`config.mk`:
```
export PLATFORM = sky130hd
export DESIGN_NAME = scan_chain_driver
export DESIGN_NICKNAME = d
export VERILOG_FILES = /design/src/rtl/scan_chain_pkg.sv /design/src/rtl/scan_phase_gen.sv /design/src/rtl/scan_chain_driver.sv
export SDC_FILE = /design/constraint.sdc
export NUM_CORES = 1
export LEC_CHECK = 0
export CAP_MARGIN = 15
export CORE_MARGIN = 1.5
export CORE_UTILIZATION = 35
export CTS_CLUSTER_SIZE = 30
export DETAILED_ROUTE_END_ITERATION = 12
export PLACE_DENSITY = 0.6
export SLEW_MARGIN = 10
export SYNTH_ARGS = -nofsm -noshare
export SYNTH_HDL_FRONTEND = slang
export SYNTH_SLANG_ARGS = --single-unit
export TNS_END_PERCENT = 5
```
`constraint.sdc`:
```
create_clock -name Clk -period 2.9 [get_ports Clk]
set_input_delay 0.435 -clock Clk [delete_from_list [all_inputs] [get_ports Clk]]
set_output_delay 0.435 -clock Clk [all_outputs]
set_load 0.02 [all_outputs]
```
`src/rtl/scan_chain_pkg.sv`:
```
// Shared types for the scan chain master: sequencer states, scan-clock sub-phases, chain length.
// Latency: n/a (types and constants only).
// Backpressure: n/a.
package scan_chain_pkg;

  // Total bit count of the generated chain this driver is built for.
  localparam int SCAN_CHAIN_LENGTH = 87;

  typedef enum logic [2:0] {
    IDLE,
    CAPTURE,
    SHIFT,
    UPDATE,
    DONE
  } state_e;

  // One scan pulse pair is P-high, gap, N-high, gap.
  typedef enum logic [1:0] {
    PH_P,
    PH_G1,
    PH_N,
    PH_G2
  } subphase_e;

  function automatic subphase_e next_subphase(input subphase_e ph);
    subphase_e nxt;
    case (ph)
      PH_P:    nxt = PH_G1;
      PH_G1:   nxt = PH_N;
      PH_N:    nxt = PH_G2;
      default: nxt = PH_P;
    endcase
    return nxt;
  endfunction

endpackage

```
`src/rtl/scan_phase_gen.sv`:
```
// Two-phase non-overlapping scan clock generator; pairs run back to back while go is high.
// Latency: SClkP rises the cycle after go is first seen; each pair lasts 4*PHASE_CYCLES cycles.
// Backpressure: none; go is re-examined only at the end of a pair, so a started pair always completes.
module scan_phase_gen
  import scan_chain_pkg::*;
#(
  parameter int PHASE_CYCLES = 2
) (
  input  logic Clk,
  input  logic Reset,
  input  logic go,
  output logic SClkP,
  output logic SClkN,
  output logic sample_strobe,
  output logic pair_done
);

  localparam int PC_W = (PHASE_CYCLES > 1) ? $clog2(PHASE_CYCLES) : 1;
  localparam logic [PC_W-1:0] PC_LAST = PC_W'(PHASE_CYCLES - 1);

  logic            run_q, run_d;
  subphase_e       ph_q, ph_d;
  logic [PC_W-1:0] cnt_q, cnt_d;
  logic            sclkp_q, sclkn_q;

  // Strobes mark the final cycle of N-high and of the trailing gap.
  assign sample_strobe = run_q && (ph_q == PH_N) && (cnt_q == PC_LAST);
  assign pair_done     = run_q && (ph_q == PH_G2) && (cnt_q == PC_LAST);
  assign SClkP         = sclkp_q;
  assign SClkN         = sclkn_q;

  // Prescaler and sub-phase sequencing; a new pair starts only if go is still high.
  always_comb begin
    run_d = run_q;
    ph_d  = ph_q;
    cnt_d = cnt_q;
    if (!run_q) begin
      if (go) begin
        run_d = 1'b1;
        ph_d  = PH_P;
        cnt_d = '0;
      end
    end else if (cnt_q != PC_LAST) begin
      cnt_d = cnt_q + 1'b1;
    end else begin
      cnt_d = '0;
      if (ph_q == PH_G2) begin
        run_d = go;
        ph_d  = PH_P;
      end else begin
        ph_d = next_subphase(ph_q);
      end
    end
  end

  // Clocks are registered from the next sub-phase so they change glitch-free on Clk.
  always_ff @(posedge Clk) begin
    if (Reset) begin
      run_q   <= 1'b0;
      ph_q    <= PH_P;
      cnt_q   <= '0;
      sclkp_q <= 1'b0;
      sclkn_q <= 1'b0;
    end else begin
      run_q   <= run_d;
      ph_q    <= ph_d;
      cnt_q   <= cnt_d;
      sclkp_q <= run_d && (ph_d == PH_P);
      sclkn_q <= run_d && (ph_d == PH_N);
    end
  end

endmodule

```
`src/rtl/scan_chain_driver.sv`:
```
// Scan chain master: optional capture, CHAIN_LENGTH-bit shift (LSB first), optional SUpdate pulse.
// Latency: (DoCapture+CHAIN_LENGTH)*4*PHASE_CYCLES + DoUpdate*2*PHASE_CYCLES + 1 cycles accept-to-Done.
// Backpressure: Ready low from the cycle after accept through Done; Start while not Ready is dropped.
module scan_chain_driver
  import scan_chain_pkg::*;
#(
  parameter int CHAIN_LENGTH = SCAN_CHAIN_LENGTH,
  parameter int PHASE_CYCLES = 2
) (
  input  logic                    Clk,
  input  logic                    Reset,
  input  logic                    Start,
  input  logic                    DoCapture,
  input  logic                    DoUpdate,
  input  logic [CHAIN_LENGTH-1:0] WrData,
  output logic                    Ready,
  output logic                    Done,
  output logic [CHAIN_LENGTH-1:0] RdData,
  output logic                    SClkP,
  output logic                    SClkN,
  output logic                    SReset,
  output logic                    SEnable,
  output logic                    SUpdate,
  output logic                    SIn,
  input  logic                    SOut
);

  localparam int CNT_W = $clog2(CHAIN_LENGTH + 1);
  localparam int UPD_W = $clog2(2 * PHASE_CYCLES);
  localparam logic [CNT_W-1:0] CNT_INIT = CNT_W'(CHAIN_LENGTH);
  localparam logic [CNT_W-1:0] CNT_ONE  = CNT_W'(1);
  localparam logic [UPD_W-1:0] UPD_HALF = UPD_W'(PHASE_CYCLES);
  localparam logic [UPD_W-1:0] UPD_LAST = UPD_W'(2 * PHASE_CYCLES - 1);

  state_e                  state_q, state_d;
  logic [CNT_W-1:0]        bitcnt_q, bitcnt_d;
  logic [CHAIN_LENGTH-1:0] shreg_q, shreg_d;
  logic [CHAIN_LENGTH-1:0] rd_q, rd_d;
  logic [UPD_W-1:0]        updcnt_q, updcnt_d;
  logic                    upd_q, upd_d;
  logic                    sin_q, sin_d;
  logic                    ready_q, done_q, senable_q, supdate_q, sreset_q;
  logic                    go, sample_strobe, pair_done;

  scan_phase_gen #(
    .PHASE_CYCLES(PHASE_CYCLES)
  ) u_phase (
    .Clk          (Clk),
    .Reset        (Reset),
    .go           (go),
    .SClkP        (SClkP),
    .SClkN        (SClkN),
    .sample_strobe(sample_strobe),
    .pair_done    (pair_done)
  );

  // Pulse pairs are wanted exactly while the sequencer is (or is about to be) capturing or shifting.
  assign go = (state_d == CAPTURE) || (state_d == SHIFT);

  assign Ready   = ready_q;
  assign Done    = done_q;
  assign RdData  = rd_q;
  assign SReset  = sreset_q;
  assign SEnable = senable_q;
  assign SUpdate = supdate_q;
  assign SIn     = sin_q;

  // Sequencer next state, bit counter, shift register and serial data.
  always_comb begin
    state_d  = state_q;
    bitcnt_d = bitcnt_q;
    shreg_d  = shreg_q;
    rd_d     = rd_q;
    updcnt_d = updcnt_q;
    upd_d    = upd_q;
    sin_d    = sin_q;
    case (state_q)
      IDLE: begin
        if (Start && ready_q) begin
          shreg_d  = WrData;
          sin_d    = WrData[0];
          upd_d    = DoUpdate;
          bitcnt_d = CNT_INIT;
          state_d  = DoCapture ? CAPTURE : SHIFT;
        end
      end
      CAPTURE: begin
        if (pair_done) state_d = SHIFT;
      end
      SHIFT: begin
        // SOut enters at the top; the new LSB is presented on SIn during the trailing gap.
        if (sample_strobe) begin
          shreg_d                 = shreg_q >> 1;
          shreg_d[CHAIN_LENGTH-1] = SOut;
          sin_d                   = shreg_d[0];
        end
        if (pair_done) begin
          bitcnt_d = bitcnt_q - 1'b1;
          updcnt_d = '0;
          if (bitcnt_q == CNT_ONE) state_d = upd_q ? UPDATE : DONE;
        end
      end
      UPDATE: begin
        if (updcnt_q == UPD_LAST) state_d = DONE;
        else updcnt_d = updcnt_q + 1'b1;
      end
      default: begin
        state_d = IDLE;
      end
    endcase
    if (state_d == DONE) rd_d = shreg_q;
  end

  // State and output registers; SReset simply follows Reset one cycle late.
  always_ff @(posedge Clk) begin
    if (Reset) begin
      state_q   <= IDLE;
      bitcnt_q  <= '0;
      shreg_q   <= '0;
      rd_q      <= '0;
      updcnt_q  <= '0;
      upd_q     <= 1'b0;
      sin_q     <= 1'b0;
      ready_q   <= 1'b1;
      done_q    <= 1'b0;
      senable_q <= 1'b0;
      supdate_q <= 1'b0;
      sreset_q  <= 1'b1;
    end else begin
      state_q   <= state_d;
      bitcnt_q  <= bitcnt_d;
      shreg_q   <= shreg_d;
      rd_q      <= rd_d;
      updcnt_q  <= updcnt_d;
      upd_q     <= upd_d;
      sin_q     <= sin_d;
      ready_q   <= (state_d == IDLE);
      done_q    <= (state_d == DONE);
      senable_q <= (state_d == SHIFT);
      supdate_q <= (state_d == UPDATE) && (updcnt_d < UPD_HALF);
      sreset_q  <= 1'b0;
    end
  end

endmodule

```
; ---- After elaboration in Yosys (flattened, before gate mapping)
; Index checks and enable logic that the tools add are counted.
[totals]
ff_bits = 199
out_inout_bits = 95
[op_classes]
addsub = 3
order_cmp = 1
eq_ne = 16
n_mux = 33
reduce_logical = 18
[ops]
columns = cell, n
row1 = $mux 87, 2
row2 = $pmux 87 s2, 1
row3 = $mux 3, 6
row4 = $mux 2, 7
row5 = $mux 7, 2
row6 = $pmux 7 s2, 1
row7 = $eq 3x2->1 const B, 4
row8 = $pmux 3 s4, 1
row9 = $mux 1, 10
row10 = $eq 2x2->1 const B, 4
row11 = $logic_and 1x1->1, 8
row12 = $eq 7x1->1 const B, 1
row13 = $sub 7x1->7 const B, 1
row14 = $eq 3x1->1 const B, 2
row15 = $logic_not 3->1, 2
row16 = $ne 2x2->1 const B, 3
row17 = $pmux 2 s3, 1
row18 = $reduce_and 3->1, 2
row19 = $logic_not 2->1, 2
row20 = $pmux 2 s2, 1
row21 = $reduce_bool 2->1, 2
row22 = $eq 3x3->1 const B, 1
row23 = $add 2x1->2 const B, 1
row24 = $eq 2x1->1 const B, 1
row25 = 5 further kinds, 5

; ---- Logic depth before layout (Yosys ltp)
; Gate-level depths: netlist of run 1.
[depth]
word_depth = 11
depth_mapped = 10
depth_no_buf = 8

; ---- Cells and area by module
; From an unflattened synthesis of run 1, not the netlist that was laid out.
[hier_totals]
hier_cells = 896
hier_area_um2 = 8832.2
[by_module_without_submodules]
columns = mod, instances, cells_each, area_per_inst_um2, seq_area_each_um2
row1 = scan_chain_driver, 1, 864, 8504.4, 3843.7
row2 = scan_phase_gen, 1, 32, 327.8, 120.1

; ---- Least setup slack after synthesis of run 1
; OpenSTA, ideal clock, no wires.
[synth_path]
path_type = register -> register
startpoint = register u_phase.ph_q[1]
endpoint = register rd_q[74], in the netlist RdData[74]
setup_ns = 0.132
arrival_time_ns = 1.880
required_time_ns = 2.768
slack_ns = 0.888
stages_incl_launch_ff = 11
n_path_buf = 4
cell_sequence = dfxtp_1 ha_1 clkbuf_1 and4_1 clkbuf_1 nand2_1 o21a_1 clkbuf_1 clkbuf_1 nand2_1 a21oi_1
[synth_between]
elab_chain_len = 6
elab_cells_between_ends = 7
[synth_lines]
columns = element, line_no
row1 = start: declaration, scan_phase_gen.sv:22  ; subphase_e ph_q, ph_d;
row2 = start signal: assignment, scan_phase_gen.sv:66  ; ph_q <= ph_d;
row3 = $eq 2x2->1 *, scan_phase_gen.sv:28  ; assign pair_done = run_q && (ph_q == PH_G2) && (cnt_q == PC_LAST);
row4 = $logic_and 1x1->1 * (2 in a row), scan_phase_gen.sv:28
row5 = "$mux 3, on equally long branches", "scan_chain_driver.sv:97, scan_chain_driver.sv:88"
row6 = $pmux 3 s4 *, scan_chain_driver.sv:77  ; case (state_q)
row7 = $eq 3x3->1 *, scan_chain_driver.sv:111  ; if (state_d == DONE) rd_d = shreg_q;
row8 = end signal: assignment, scan_chain_driver.sv:133  ; rd_q <= rd_d;
row9 = end: declaration, scan_chain_driver.sv:38  ; logic [CHAIN_LENGTH-1:0] rd_q, rd_d;
; Mark *: on every way between the ends. The rest lies on a longest branch, timed or not.
; A chain may end at the register's enable or synchronous reset.

; ---- Worst setup path in the final report of run 1
[layout_path]
startpoint = register u_phase.ph_q[1]
endpoint = register rd_q[44], in the netlist RdData[44]
; Same word-level chain as after synthesis.

==> results.txt, run 1 <==
In this run the count of I/O pins placed on the die edge is 188. The largest net degree at the start of global routing is 92. The total setup buffers inserted after CTS came out at 0. The area share of fa/ha/maj cells after synthesis came out at 0.009488.

After clock tree synthesis, the clock-pin slew on the worst setup and hold paths is roughly 0.08 ns. Final hold analysis gives a worst-case slack of 0.4265 ns. The core region is 22030 sq um. The insertion delay of the later-clocked pin in the worst-skew pair is between 0.4 and 0.5 ns.

In the layout the commonest cells are 198 x dfxtp_1, 186 x clkdlybuf4s50_1, 184 x nand2_1. For this run, the register share of the synthesized area comes to 0.5009. The final setup violation count is 0.

For the pin with the worst max-slew slack, the measured transition is about 1.1 ns. In this run the worst path has a maximum fanout of 91. For this run, the leading register cell type out of synthesis is dfxtp_1.

The number of remaining DRC errors came out at 0. For this design the ratio of total power to cell area is ~620 nW/um^2. For this configuration, the core starts out at a cell density of 0.3592. The fraction of the mapped netlist area in compound gates came out at 0.1603. The switching power share of the total is 0.2757.

The multi-input combinational cells in the finished layout cover a total of 3611 sq um. The count of synthesis-stage warnings from yosys came out at 0. The height of the chip came out at between 150 and 200 um.

The total area of sequential cells is 3964 sq um. The arrival time of the worst setup path is 2.73 ns. The critical path is of the reg2reg type. The count of maximum capacitance violations is 0. The number of cells in the finished layout apart from fillers is roughly 1.3k. The starting DRC count in detailed routing came out at 288. The clock tree from TritonCTS is built. In this run the cell area of the synthesized design comes to 7913 sq um. The count of nets left with antenna violations once routing finished came out at 0. Buffers placed on the I/O ports in this run total 187. The time the worst path needs with I/O delays and setup is 2.370 ns. The average cell area after synthesis is between 8 and 9 sq um.

The CTS sink count came out at around 200. The clock tree buffer depth came out at 2. The first detailed-routing pass took 6 iterations. The simple-gate portion of the synthesized area came out at 0.1662.

The total routing resource utilization after global routing is 0.1688. The part of the power in combinational logic came out at 0.155. The final RePlAce weighted congestion came out at 0.7606. The cell internal power dissipation is roughly 4.8 mW. The via count of the first global-routing pass came out at just over 6k. The number of buffers created by CTS came out at 17. STA classifies the critical path startpoint as a flop. Along the worst hold path, the cell count comes to 1. The filler cell count in the final layout is 2104. The diode insertion count for antenna repair is 0.

The detailed placer's ending HPWL is approximately 13 mm. The sequential group share of total power is 0.476. The count of pins over their slew limit is 0. The remaining global-route overflow is 0. The number of distinct library cell variants in the gate-level netlist after synthesis is 46. The maximum clock frequency came out at 422.0 MHz. The detailed router placed 6512 vias in this run. The portion of synthesized cell area occupied by the leading cell type came out at 0.5009. The initial antenna violation count is 0. The total wire length came out at 19.74 mm.

In the post-synthesis netlist, the biggest area contributors are dfxtp_1 50%, mux2i_1 11%, nand2_1 8.7%. The worst setup path is captured at a flop. The biggest area consumer among synthesized cells is dfxtp_1. Clock tree synthesis selected as its root buffer the cell clkbuf_16.

Of the total power, the clock network draws 0.370. The most frequent standard cell in the layout excluding fill and tap cells is dfxtp_1. Synthesis produced a netlist with a net count of 994.

The placed cell count came out at 1299. The XOR/XNOR share of the synthesized area is 0.005534. The area growth from synthesis to layout is 34.09%. The aggregate negative setup slack is 0 ns. In the final routed layout, each cell accounts on average for 14.83 um.

The post-route clock skew is 0.01258 ns. The number of enable flip-flop cells after synthesis is 0. Setup repair after global routing left no endpoint under its margin. The die outline area came out at 23520 sq um. The total of flip-flops plus latches after synthesis is 198. Of the post-synthesis cell area, the part taken by muxes is 0.1113. After synthesis, the largest family of logic cells by area is simple AND/OR/NAND/NOR gates. The share of post-route cells with drive strength above 1 came out at 0.05328. Headroom to the max-slew limit came out at 0.2761. The final count of hold timing violations was 0. The H-tree generated during clock tree synthesis spans 4 levels.

The path type of the worst min-delay path is in2reg. The depth of the worst register-to-register path is 6. The via density per instance came out at 4.893. The switching power is 1.819 mW. The die width is 153.4 um. The floorplan has 54 rows. The total number of nets in the final design came out at 1137.

The first global-routing pass estimated 32.09 mm of wire. The post-route clock period utilization came out at 0.8172. The run finished with clean final reports. Of all flip-flops after synthesis, the portion carrying an async set or reset was 0.

The cell leakage power is roughly 3.6 nW. The maximum vdd drop is 304.4 uV. The post-cts hold buffer count came out at 0. The required arrival time at the worst endpoint came out at 3.26 ns.

The number of instances resized during post-cts repair is 0. The gate count of the mapped netlist came out at 895.
==> sequential cells by signal, indices dropped and copies added, names as in the netlist <==
| signal | flops |
|---|---|
| u_phase.SClkP | 1 |
| SEnable | 1 |
| Done | 1 |
| Ready | 1 |
| u_phase.SClkN | 1 |
| SReset | 1 |
| upd_q | 1 |
| state_q | 3 |
| u_phase.cnt_q | 1 |
| u_phase.run_q | 1 |
| RdData | 87 |
| updcnt_q | 2 |
| u_phase.ph_q | 2 |
| SUpdate | 1 |
| bitcnt_q | 7 |
| shreg_q | 87 |
==> cell usage after synthesis (2+ instances only) <==
cell        n
inv_1       7
dfxtp_1   198
a211oi_1   89
nand4_1     3
nand3_1     3
nor4_1      4
or3_1       2
a21oi_1    95
buf_6       3
xor2_1      3
mux2i_1    88
clkbuf_1   36
ha_1        6
and3b_1     2
a21o_1      2
nand3b_1    2
nor2_1     98
o21ai_0     2
a221oi_1    2
nor2b_1     4
xnor2_1     2
buf_1       6
buf_2      28
nor3_1      3
nand2_1   184
and3_1      3
==> per-stage QoR <==
stage	area (sq um)	utilization	total power, mW	worst slack [ns]
2_1_floorplan	7913	-	3.872	0.8876
3_3_place_gp	10010	0.4543	4.205	0.5263
3_5_place_dp	10010	0.4543	4.223	0.5004
4_1_cts	10610	0.4817	6.682	0.4915
5_1_grt	10610	0.4817	6.939	0.1887
6_report	10610	0.4817	6.596	0.5301
==> area by class of cell <==
type / count / share of cell area
sequential: 198 / 0.3736
multi-input combinational: 616 / 0.3403
timing repair buffer: 198 / 0.1937
clock buffer: 18 / 0.04139
tap: 280 / 0.03302
clock inverter: 14 / 0.01545
inverter: 7 / 0.002476
==> cell families (layout without fill, tap and decap cells) <==
kind of cell | Yosys count | count (layout)
and+or+nand+nor | 319 | 319
AOI/OAI and AO/OA | 198 | 198
DFF | 198 | 198
muxes | 88 | 88
buffers and inverters | 81 | 237
adders and majority gates | 6 | 6
xor gates and xnor gates | 5 | 5
==> worst max-delay path, cell delays in order (launching register included) <==
cell and delay, ns:
dfxtp_1 0.35, ha_1 0.29, and4_1 0.28, nand2_1 0.18, o21a_4 0.85, nand2_1 0.14
a21oi_1 0.15
==> per-layer routing <==
layer,wire [um],up-vias,GRT usage
li1,-,3377,-
met1,9680,3010,0.2315
met2,9052,114,0.2684
met3,814,11,0.03459
met4,191,0,0.04854
met5,0,-,0
==> path summary, 6_finish.rpt <==
check / from / endpoint / slack [ns]
max: u_phase.ph_q[1] / RdData[44] / 0.53
min: Reset / SReset / 0.43
max reg2reg: u_phase.ph_q[1] / RdData[44] / 0.53
min reg2reg: RdData[72] / RdData[72] / 0.45
==> power groups by stage <==
stage                     logic [mW]  registers, mW  clock network [mW]
after floorplan                0.716           3.16                   0
after global placement          1.01           3.19                   0
after detailed placement        1.03           3.20                   0
after CTS                       1.03           3.13                2.52
after global routing            1.14           3.17                2.63
final                           1.02           3.14                2.44
Note: power is estimated with default switching activity, not from simulation.
==> run 2: changes to the inputs <==
Clock period 2.9 ns to 2.2 ns, I/O delays scaled along.
==> results.txt, run 2 (synthesis gave the netlist of run 1 again) <==
The run finished with clean final reports. The post-placement worst setup slack was 0.01711 ns (-0.4833 ns). The number of optimization iterations in the first detailed-route pass came out at 5 (-1). The final RePlAce weighted congestion was 0.8117 (+6.7%).

The source of the worst register-to-register timing path is bitcnt_q[3]. The post-cts hold buffer count came to 0 (unchanged). The cell area after placement is 10120 sq um (+1.1%). The post-route clock period utilization came to 0.9646 (+0.1474). The starting DRC count in detailed routing came out at 301 (+4.5%). The relative slew slack is 0.6930 (+0.4169). The post-synthesis to final-layout area growth is 35.99%. The clock tree buffer depth is 2 (unchanged). The count of pins over their slew limit is 0 (unchanged).

The critical path goes through or4_4, o41ai_4, o2111a_1, and3_2, a2bb2oi_4, o22ai_1. The top-level I/O count is 188 (unchanged). In this run the clock root is driven by a clkbuf_16. The number of cells in the finished layout apart from fillers came out at 1345 (+1.1%).

The count of nets left with antenna violations after detail routing is 0 (unchanged). The total power draw is 8.750 mW (+33%). The worst setup path is captured at a flop. The via density per instance came out at 4.883 (-0.19%). In the layout the commonest cells are 198 x dfxtp_1, 186 x clkdlybuf4s50_1, 183 x nand2_1. The arrival time of the worst setup path came to 2.42 ns (-0.31 ns).

The final core utilization is 0.4885 (+0.006816). The total number of nets in the final design is 1151 (+1.2%). The via count of the first global-routing pass is 6366 (+3.6%). The worst setup path is launched from a flop. The die width is 153.4 um (unchanged). The setup slack of the critical path after layout is 0.07787 ns (-0.4522 ns). The wire length of the first global-routing pass is 32.86 mm (+2.4%).

The final count of hold timing violations came to 0 (unchanged). The largest net degree at the start of global routing is 67 (-27%). The largest fanout on the critical path was 4 (-96%).

The placed cell count was 1312 (+1.0%). The ratio of total power to cell area was 813.2 nW/um^2 (+31%). The detailed placer's ending HPWL was 13.41 mm (+6.2%). The tightest hold margin is 0.2174 ns (-0.2091 ns). The die outline area is 23520 sq um (unchanged).

The CTS sink count was 198 (unchanged). The row count is 54 (unchanged). The library cell used most frequently in the layout, excluding fill and tap cells, is dfxtp_1.

The number of buffers created by CTS came to 17 (unchanged). The initial core utilization is 0.3592 (unchanged). The required arrival time at the worst endpoint came out at 2.49 ns (-0.77 ns). The diode insertion count for antenna repair is 0 (unchanged).

The transition time of the tightest slew-check pin was 0.4585 ns (-0.6274 ns). The time the worst path needs with I/O delays and setup is 2.122 ns (-0.2478 ns). The path class of the tightest hold or removal check is in2reg. The total number of vias is 6568 (+0.86%). The quantity of I/O buffers inserted on ports came out at 187 (unchanged). The post-detailed-route wirelength per cell came to 14.86 um (+0.19%). The count of maximum capacitance violations was 0 (unchanged).

The maximum clock frequency came out at 471.2 MHz (+12%). The share of post-route cells with drive strength above 1 is 0.06761 (+0.01432). The height of the chip came out at 153.4 um (unchanged). Setup repair after global routing could not meet its margin everywhere. The H-tree level count is 4 (unchanged). The critical path's slowest cell is or4_4.

The post-route standard cell area excluding fillers came out at 10760 sq um (+1.4%). The post-route clock skew is 0.01239 ns (-0.0001826 ns). The clock-pin transition on the worst setup and hold timing paths came to 0.07 ns (about the same).

The total wire length came out at 19.98 mm (+1.2%). The total routing resource utilization after global routing came out at 0.1712 (+0.002440). The insertion delay of the later-clocked pin in the worst-skew pair came out at 0.43 ns (about the same).

The initial antenna violation count came out at 0 (unchanged). The remaining global-route overflow came to 0 (unchanged). The aggregate negative setup slack came out at 0 ns (unchanged). The maximum vdd drop is 446.4 uV (+47%). By startpoint and endpoint, the worst setup path is classified as reg2reg. The highest cell delay on the worst timing path came out at 0.56 ns (-0.29 ns).

The placeable core region came out at 22030 sq um (unchanged). The cell leakage power came out at 3.635 nW (+2.1%). TritonCTS built the clock tree. The final setup violation count is 0 (unchanged). The most critical setup path has its startpoint at bitcnt_q[3]. The filler cell count in the final layout came to 2083 (-1.0%). The number of remaining DRC errors came out at 0 (unchanged). The startpoint identified for the worst hold timing path is Reset.
-- run 2: final cells by class --
type | count | area, sq um | share of cell area
Timing Repair Buffer | 212 | 2173 | 0.2020
Sequential cell | 198 | 3964 | 0.3684
Clock buffer | 19 | 442.9 | 0.04116
Inverter | 7 | 26.28 | 0.002442
Tap cell | 280 | 350.3 | 0.03256
Clock inverter | 13 | 163.9 | 0.01523
Multi-Input combinational cell | 616 | 3640 | 0.3383
-- run 2: path summary, 6_finish.rpt --
path                            slack, ns  cells after the start       endpoint
worst max register to register       0.08                      6  u_phase.SClkP
worst max-delay path                 0.08                      6  u_phase.SClkP
worst min register to register       0.45                      2     RdData[81]
worst min-delay path                 0.22                      1         SReset
-- run 2: power breakdown --
part           total [mW]  switching, mW  internal [mW]
Clock                3.22           1.46           1.75
Sequential           4.13          0.246           3.89
Combinational        1.40          0.701          0.697
Total                8.75           2.41           6.34
-- run 2: what timing repair did --
action,CTS,global route
gates resized for setup,0,5
setup buffers,0,1
setup endpoints to repair,0,14
-- run 2: worst max-delay path, delay by kind of cell, from the launching register on --
kind,cells,cell delay [ns]
compound gates,4,0.87
flops,1,0.34
simple gates,2,0.79
-- run 2: routing by layer --
metal	routed length [um]	track usage	vias up
met4	200	0.04115	0
met2	9320	0.2784	118
li1	-	-	3394
met5	0	0	-
met1	9625	0.2286	3045
met3	838	0.04196	11
==> run 3: changes to the inputs <==
Settings changed: CORE_UTILIZATION 35 to 50, PLACE_DENSITY 0.6 to 0.8.
==> results.txt, run 3 (synthesis gave the netlist of run 1 again) <==
The total number of nets in the final design was 1155 (+0.35%). The via density per instance is 5.268 (+7.9%). The post-route standard cell area excluding fillers came out at 10780 sq um (+0.20%). The largest net degree at the start of global routing is 66 (-1.5%). The remaining global-route overflow was 0 (unchanged). The final count of hold timing violations is 0 (unchanged). The required arrival time at the worst endpoint came out at 2.49 ns (about the same). The height of the chip came out at 128.8 um (-16%). The filler cell count in the final layout is 1207 (-42%). The initial antenna violation count came out at 1 (+1). The cell area after placement came to 10070 sq um (-0.48%). The ratio of total power to cell area came out at 812.8 nW/um^2 (about the same).

The flow ran to the end, and the final reports show no timing, DRC or antenna violations. The cell leakage power is 3.689 nW (+1.5%). The via count of the first global-routing pass is 6153 (-3.3%). The insertion delay of the later-clocked pin in the worst-skew pair came out at 0.42 ns (about the same). The starting DRC count in detailed routing was 374 (+24%). The post-detailed-route wirelength per cell came out at 15.22 um (+2.4%). The number of cells traversed by the worst hold path came to 1 (unchanged). The post-route clock skew came out at 0.009971 ns (-0.002423 ns). The aggregate negative setup slack was 0 ns (unchanged). The largest fanout on the critical path was 5 (+1).

In this run the clock root is driven by a clkbuf_16. The wire length of the first global-routing pass was 30.66 mm (-6.7%). The number of cells in the finished layout apart from fillers was 1280 (-4.8%).

The final RePlAce weighted congestion was 0.8366 (+3.1%). The final setup violation count came out at 0 (unchanged). The relative slew slack came out at 0.6247 (-0.06828).

STA classifies the critical path startpoint as a flop. The total wire length came out at 19.48 mm (-2.5%). The die outline area is 16590 sq um (-29%). The endpoint type of the worst setup path is a flop. The maximum clock frequency is 470.6 MHz (-0.13%). The total routing resource utilization after global routing came to 0.2310 (+0.05976). The H-tree level count is 4 (unchanged). The count of pins over their slew limit came to 0 (unchanged). The post-cts hold buffer count came to 0 (unchanged).

In the layout the commonest cells are 196 x dfxtp_1, 186 x clkdlybuf4s50_1, 183 x nand2_1. The quantity of I/O buffers inserted on ports is 187 (unchanged). The time the worst path needs with I/O delays and setup came out at 2.125 ns (+0.002699 ns). The total number of vias came out at 6743 (+2.7%). The transition time of the tightest slew-check pin came out at 0.5604 ns (+0.1020 ns).

The number of buffers created by CTS is 17 (unchanged). The post-route clock period utilization is 0.9658 (+0.001227). The clock tree buffer depth is 2 (unchanged). The count of maximum capacitance violations came out at 0 (unchanged). The arrival time of the worst setup path is 2.41 ns (about the same). The path type of the worst min-delay path is in2reg.

The top-level I/O count is 188 (unchanged). The diode insertion count for antenna repair came out at 0 (unchanged). The placed cell count is 1243 (-5.3%).

The clock-pin transition on the worst setup and hold timing paths is 0.07 ns (about the same). TritonCTS built the clock tree. The count of nets left with antenna violations after detail routing is 0 (unchanged). The placeable core region came to 15310 sq um (-30%). The library cell used most frequently in the layout, excluding fill and tap cells, is dfxtp_1. The detailed placer's ending HPWL came out at 12.66 mm (-5.6%).

The die width came out at 128.8 um (-16%). The number of optimization iterations in the first detailed-route pass came out at 5 (unchanged). The CTS sink count came to 198 (unchanged). The post-synthesis to final-layout area growth is 36.26%.

The number of remaining DRC errors is 0 (unchanged). The depth of the worst register-to-register path is 6 (unchanged). The initial core utilization is 0.5167 (+0.1574). The share of post-route cells with drive strength above 1 is 0.07297 (+0.005360). The maximum vdd drop came out at 610.9 uV (+37%). The worst setup path is of the reg2reg kind. The row count is 45 (-17%).
==> run 3: cell count changes in the layout (fill, tap and decap cells not counted), moves of 2 or more <==
| cell | before | now |
|---|---|---|
| dfxtp_2 | 0 | 2 |
| buf_12 | 9 | 12 |
| dfxtp_1 | 198 | 196 |
| inv_8 | 4 | 0 |
| clkinv_2 | 0 | 5 |
| clkinvlp_4 | 2 | 0 |
==> run 3: layer usage <==
layer / global-route usage / part of all wire
met5: 0 / 0.00056
met4: 0.08526 / 0.018
met3: 0.05572 / 0.054
met2: 0.3690 / 0.47
met1: 0.3047 / 0.46
==> run 3: path summary, 6_finish.rpt <==
kind	from	end	slack, ns
worst min-delay path	Reset	SReset	0.26
worst max-delay path	bitcnt_q[2]	u_phase.SClkP	0.08
worst max register to register	bitcnt_q[2]	u_phase.SClkP	0.08
worst min register to register	RdData[74]	RdData[74]	0.45
==> run 3: timing repair <==
action / 4_1_cts / 5_1_grt
cloned: 0 / 1
endpoints found under the setup margin: 1 / 15
pin swaps: 2 / 3
gates resized for setup: 2 / 7
buffers inserted: 1 / 3
==> run 3: cell type report <==
| type | instances | area, sq um | area share |
|---|---|---|---|
| Sequential cell | 198 | 3966 | 0.3679 |
| Timing Repair Buffer | 216 | 2258 | 0.2095 |
| Clock buffer | 20 | 456.7 | 0.04236 |
| Clock inverter | 12 | 150.1 | 0.01393 |
| Multi-Input combinational cell | 616 | 3660 | 0.3394 |
| Inverter | 7 | 26.28 | 0.002437 |
| Tap cell | 211 | 264.0 | 0.02449 |
==> run 3: critical path, cell delays in order (launching register included) <==
cell and delay [ns]:
dfxtp_1 0.35, or4_4 0.59, o41ai_4 0.28, o2111a_1 0.29, and3_4 0.22, a2bb2oi_4 0.17
o22ai_1 0.10
==> run 3: report_power, final <==
group          internal [mW]  total (mW)  switching (mW)
Sequential              3.89        4.14           0.251
Combinational          0.717        1.43           0.714
Clock                   1.85        3.19            1.34
Total                   6.46        8.76            2.31
==> run 3: per-stage QoR <==
| stage | setup WS [ns] | total power, mW | hold WS [ns] | utilization |
|---|---|---|---|---|
| 4_1_cts | 0.01185 | 8.786 | 0.2475 | 0.6986 |
| 5_1_grt | -0.01365 | 9.140 | 0.2686 | 0.7040 |
| 3_5_place_dp | -0.01219 | 5.597 | 0.4424 | 0.6574 |
| 3_3_place_gp | 0.01955 | 5.549 | 0.4379 | 0.6574 |
| 6_report | 0.07517 | 8.764 | 0.2625 | 0.7040 |
| 2_1_floorplan | 0.1876 | 5.105 | 0.3577 | - |
==> RTL change (flow settings as in run 3) <==
`PHASE_CYCLES` is set to 2 in 2 places; all go to 1. Comments in the files are not updated.
--- a/src/rtl/scan_phase_gen.sv
+++ b/src/rtl/scan_phase_gen.sv
@@ -4,7 +4,7 @@
 module scan_phase_gen
   import scan_chain_pkg::*;
 #(
-  parameter int PHASE_CYCLES = 2
+  parameter int PHASE_CYCLES = 1
 ) (
   input  logic Clk,
   input  logic Reset,
--- a/src/rtl/scan_chain_driver.sv
+++ b/src/rtl/scan_chain_driver.sv
@@ -5,7 +5,7 @@
   import scan_chain_pkg::*;
 #(
   parameter int CHAIN_LENGTH = SCAN_CHAIN_LENGTH,
-  parameter int PHASE_CYCLES = 2
+  parameter int PHASE_CYCLES = 1
 ) (
   input  logic                    Clk,
   input  logic                    Reset,
Check against the original RTL: not equivalent (a bounded check fails within 4 cycles, from zero or initial values and one cycle with Reset high).
==> RTL change against run 3 <==
Cell count down 1.3%. Cell area fell by 2.6%. Maximum frequency up 9.1%. Routed wire length shrank 2.8%. Worst setup slack improved by 0.18 ns. Via count shrank 2.0%. Sequential power decreased by 2%. Area after synthesis shrank 0.70%. Sequential cell count decreased by 2. Core utilization is 1.6 points lower. Power is 5.4% lower.
==> RTL change: results (changes against run 3) <==
- Outcome: finished, final reports clean
- CP max FO: 42 (+37)
- Met1 Use GR: 0.308 (+0.00360)
- Seq_cells: 196 (-1.0%)
- Arrival @ worst endpoint: 2.29 ns (-0.12 ns)
- Multi-input logic area: 3570 um^2 (-2.5%)
- Setup TNS: 0 ns (unchanged)
- IR drop worst, VDD: 0.505 mV (-17%)
- Pre-antenna DRT Iters: 4 (-1)
- Antenna violations before repair: 0 (-1)
- Via Count: 6605 (-2.0%)
- Multi-In Gates: 611 (-0.81%)
- FILL cells: 1249 (+3.5%)
- Clock-cell share of area: 0.0543 (-0.00195)
- DRT Wirelength: 18900 um (-2.8%)
- Layout cells sized above 1: 0.0636 (-0.00934)
- Unique masters post-synth: 41 (-11%)
- N_diodes: 0 (unchanged)
- # clk buffers: 20 (unchanged)
- Largest net degree at the start of global routing: 67 (+1.5%)
- Leakage power: 4.12 nW (+12%)
- CP delay by family, top: simple AND/OR/NAND/NOR gates
- R2r setup slk: 0.25 ns (+0.18 ns)
- Num CTS Buffers: 17 (unchanged)
- Reg2reg end: RdData[28]
- Highest routed layer: met4
- GRT Overall Usage: 0.231 (about the same)
- DPL Wire Length: 12300 um (-2.7%)
- Post-CTS setup repair buffer count: 0 (-1)
- Bufs w/o clock: 210 (-2.8%)
- NumNets Final: 1138 (-1.5%)
- Invs w/o clock: 4 (-3)
- Hold_ws: 0.258 ns (-0.00456 ns)
- Met3 Use GR: 0.0669 (+0.0112)
- Critical Path Source: u_phase.ph_q[1]
- Adder and majority gate portion of the synthesized area: 0.00796 (-0.00153)
- Wire length on met3: 1300 um (+25%)
- XOR/XNOR Fraction of Synth Area: 0.00557 (+0.0000388)
- Post-cts sizing count: 0 (-2)
- Post-synthesis compound-gate area fraction: 0.159 (-0.000947)
- Least-Margin Pin Slew: 0.779 ns (+0.219 ns)
- CP max stage delay: 0.37 ns (-0.22 ns)
- R2R depth: 7 (+1)
- Iter 0 DRT Violations: 338 (-9.6%)
- Multiplexer share of the synthesized area: 0.111 (-0.000494)
- First-pass GRT wire length: 30500 um (-0.43%)
- Number of global-route vias before repair: 6136 (-0.28%)
- Most area-consuming cells after synthesis: dfxtp_1 50%, mux2i_1 11%, nand2_1 8.7%
- Seq/Total Area, Yosys: 0.499 (-0.00159)
- Slowest CP cell: dfxtp_1
- Met2 wire length: 8470 um (-7.1%)
- Register area: 3920 um^2 (-1.1%)
- Max Clock Skew: 0.00943 ns (-0.000539 ns)
- Signal buf overhead: 0.206 (-0.00392)
- Grt met2 use: 0.369 (+0.000403)
- M1 WL: 8940 um (-0.31%)
- Syn nets: 981 (-1.3%)
==> RTL change: cell types whose count changed in the layout (fill, tap and decap cells not counted), moves of 3 or more <==
cell / before / now
buf_12: 12 / 9
clkinvlp_4: 0 / 3
inv_1: 7 / 4
nand3_1: 3 / 6
nor3_1: 3 / 6
nor4_1: 4 / 1
==> RTL change: power by group <==
part | internal (mW) | switching, mW | leakage (nW)
Clock | 1.65 | 1.34 | 0.278
Combinational | 0.630 | 0.634 | 2.24
Sequential | 3.82 | 0.217 | 1.60
==> RTL change: metrics by stage <==
stage | std cells | total power [mW] | setup WS [ns] | area (um^2)
global route | 1264 | 8.65 | 0.0362 | 10500
global placement | 1232 | 5.33 | 0.109 | 9930
finish | 1264 | 8.29 | 0.253 | 10500
detailed placement | 1232 | 5.37 | 0.0191 | 9930
CTS | 1264 | 8.34 | 0.231 | 10500
floorplan | 883 | 4.94 | 0.378 | 7860
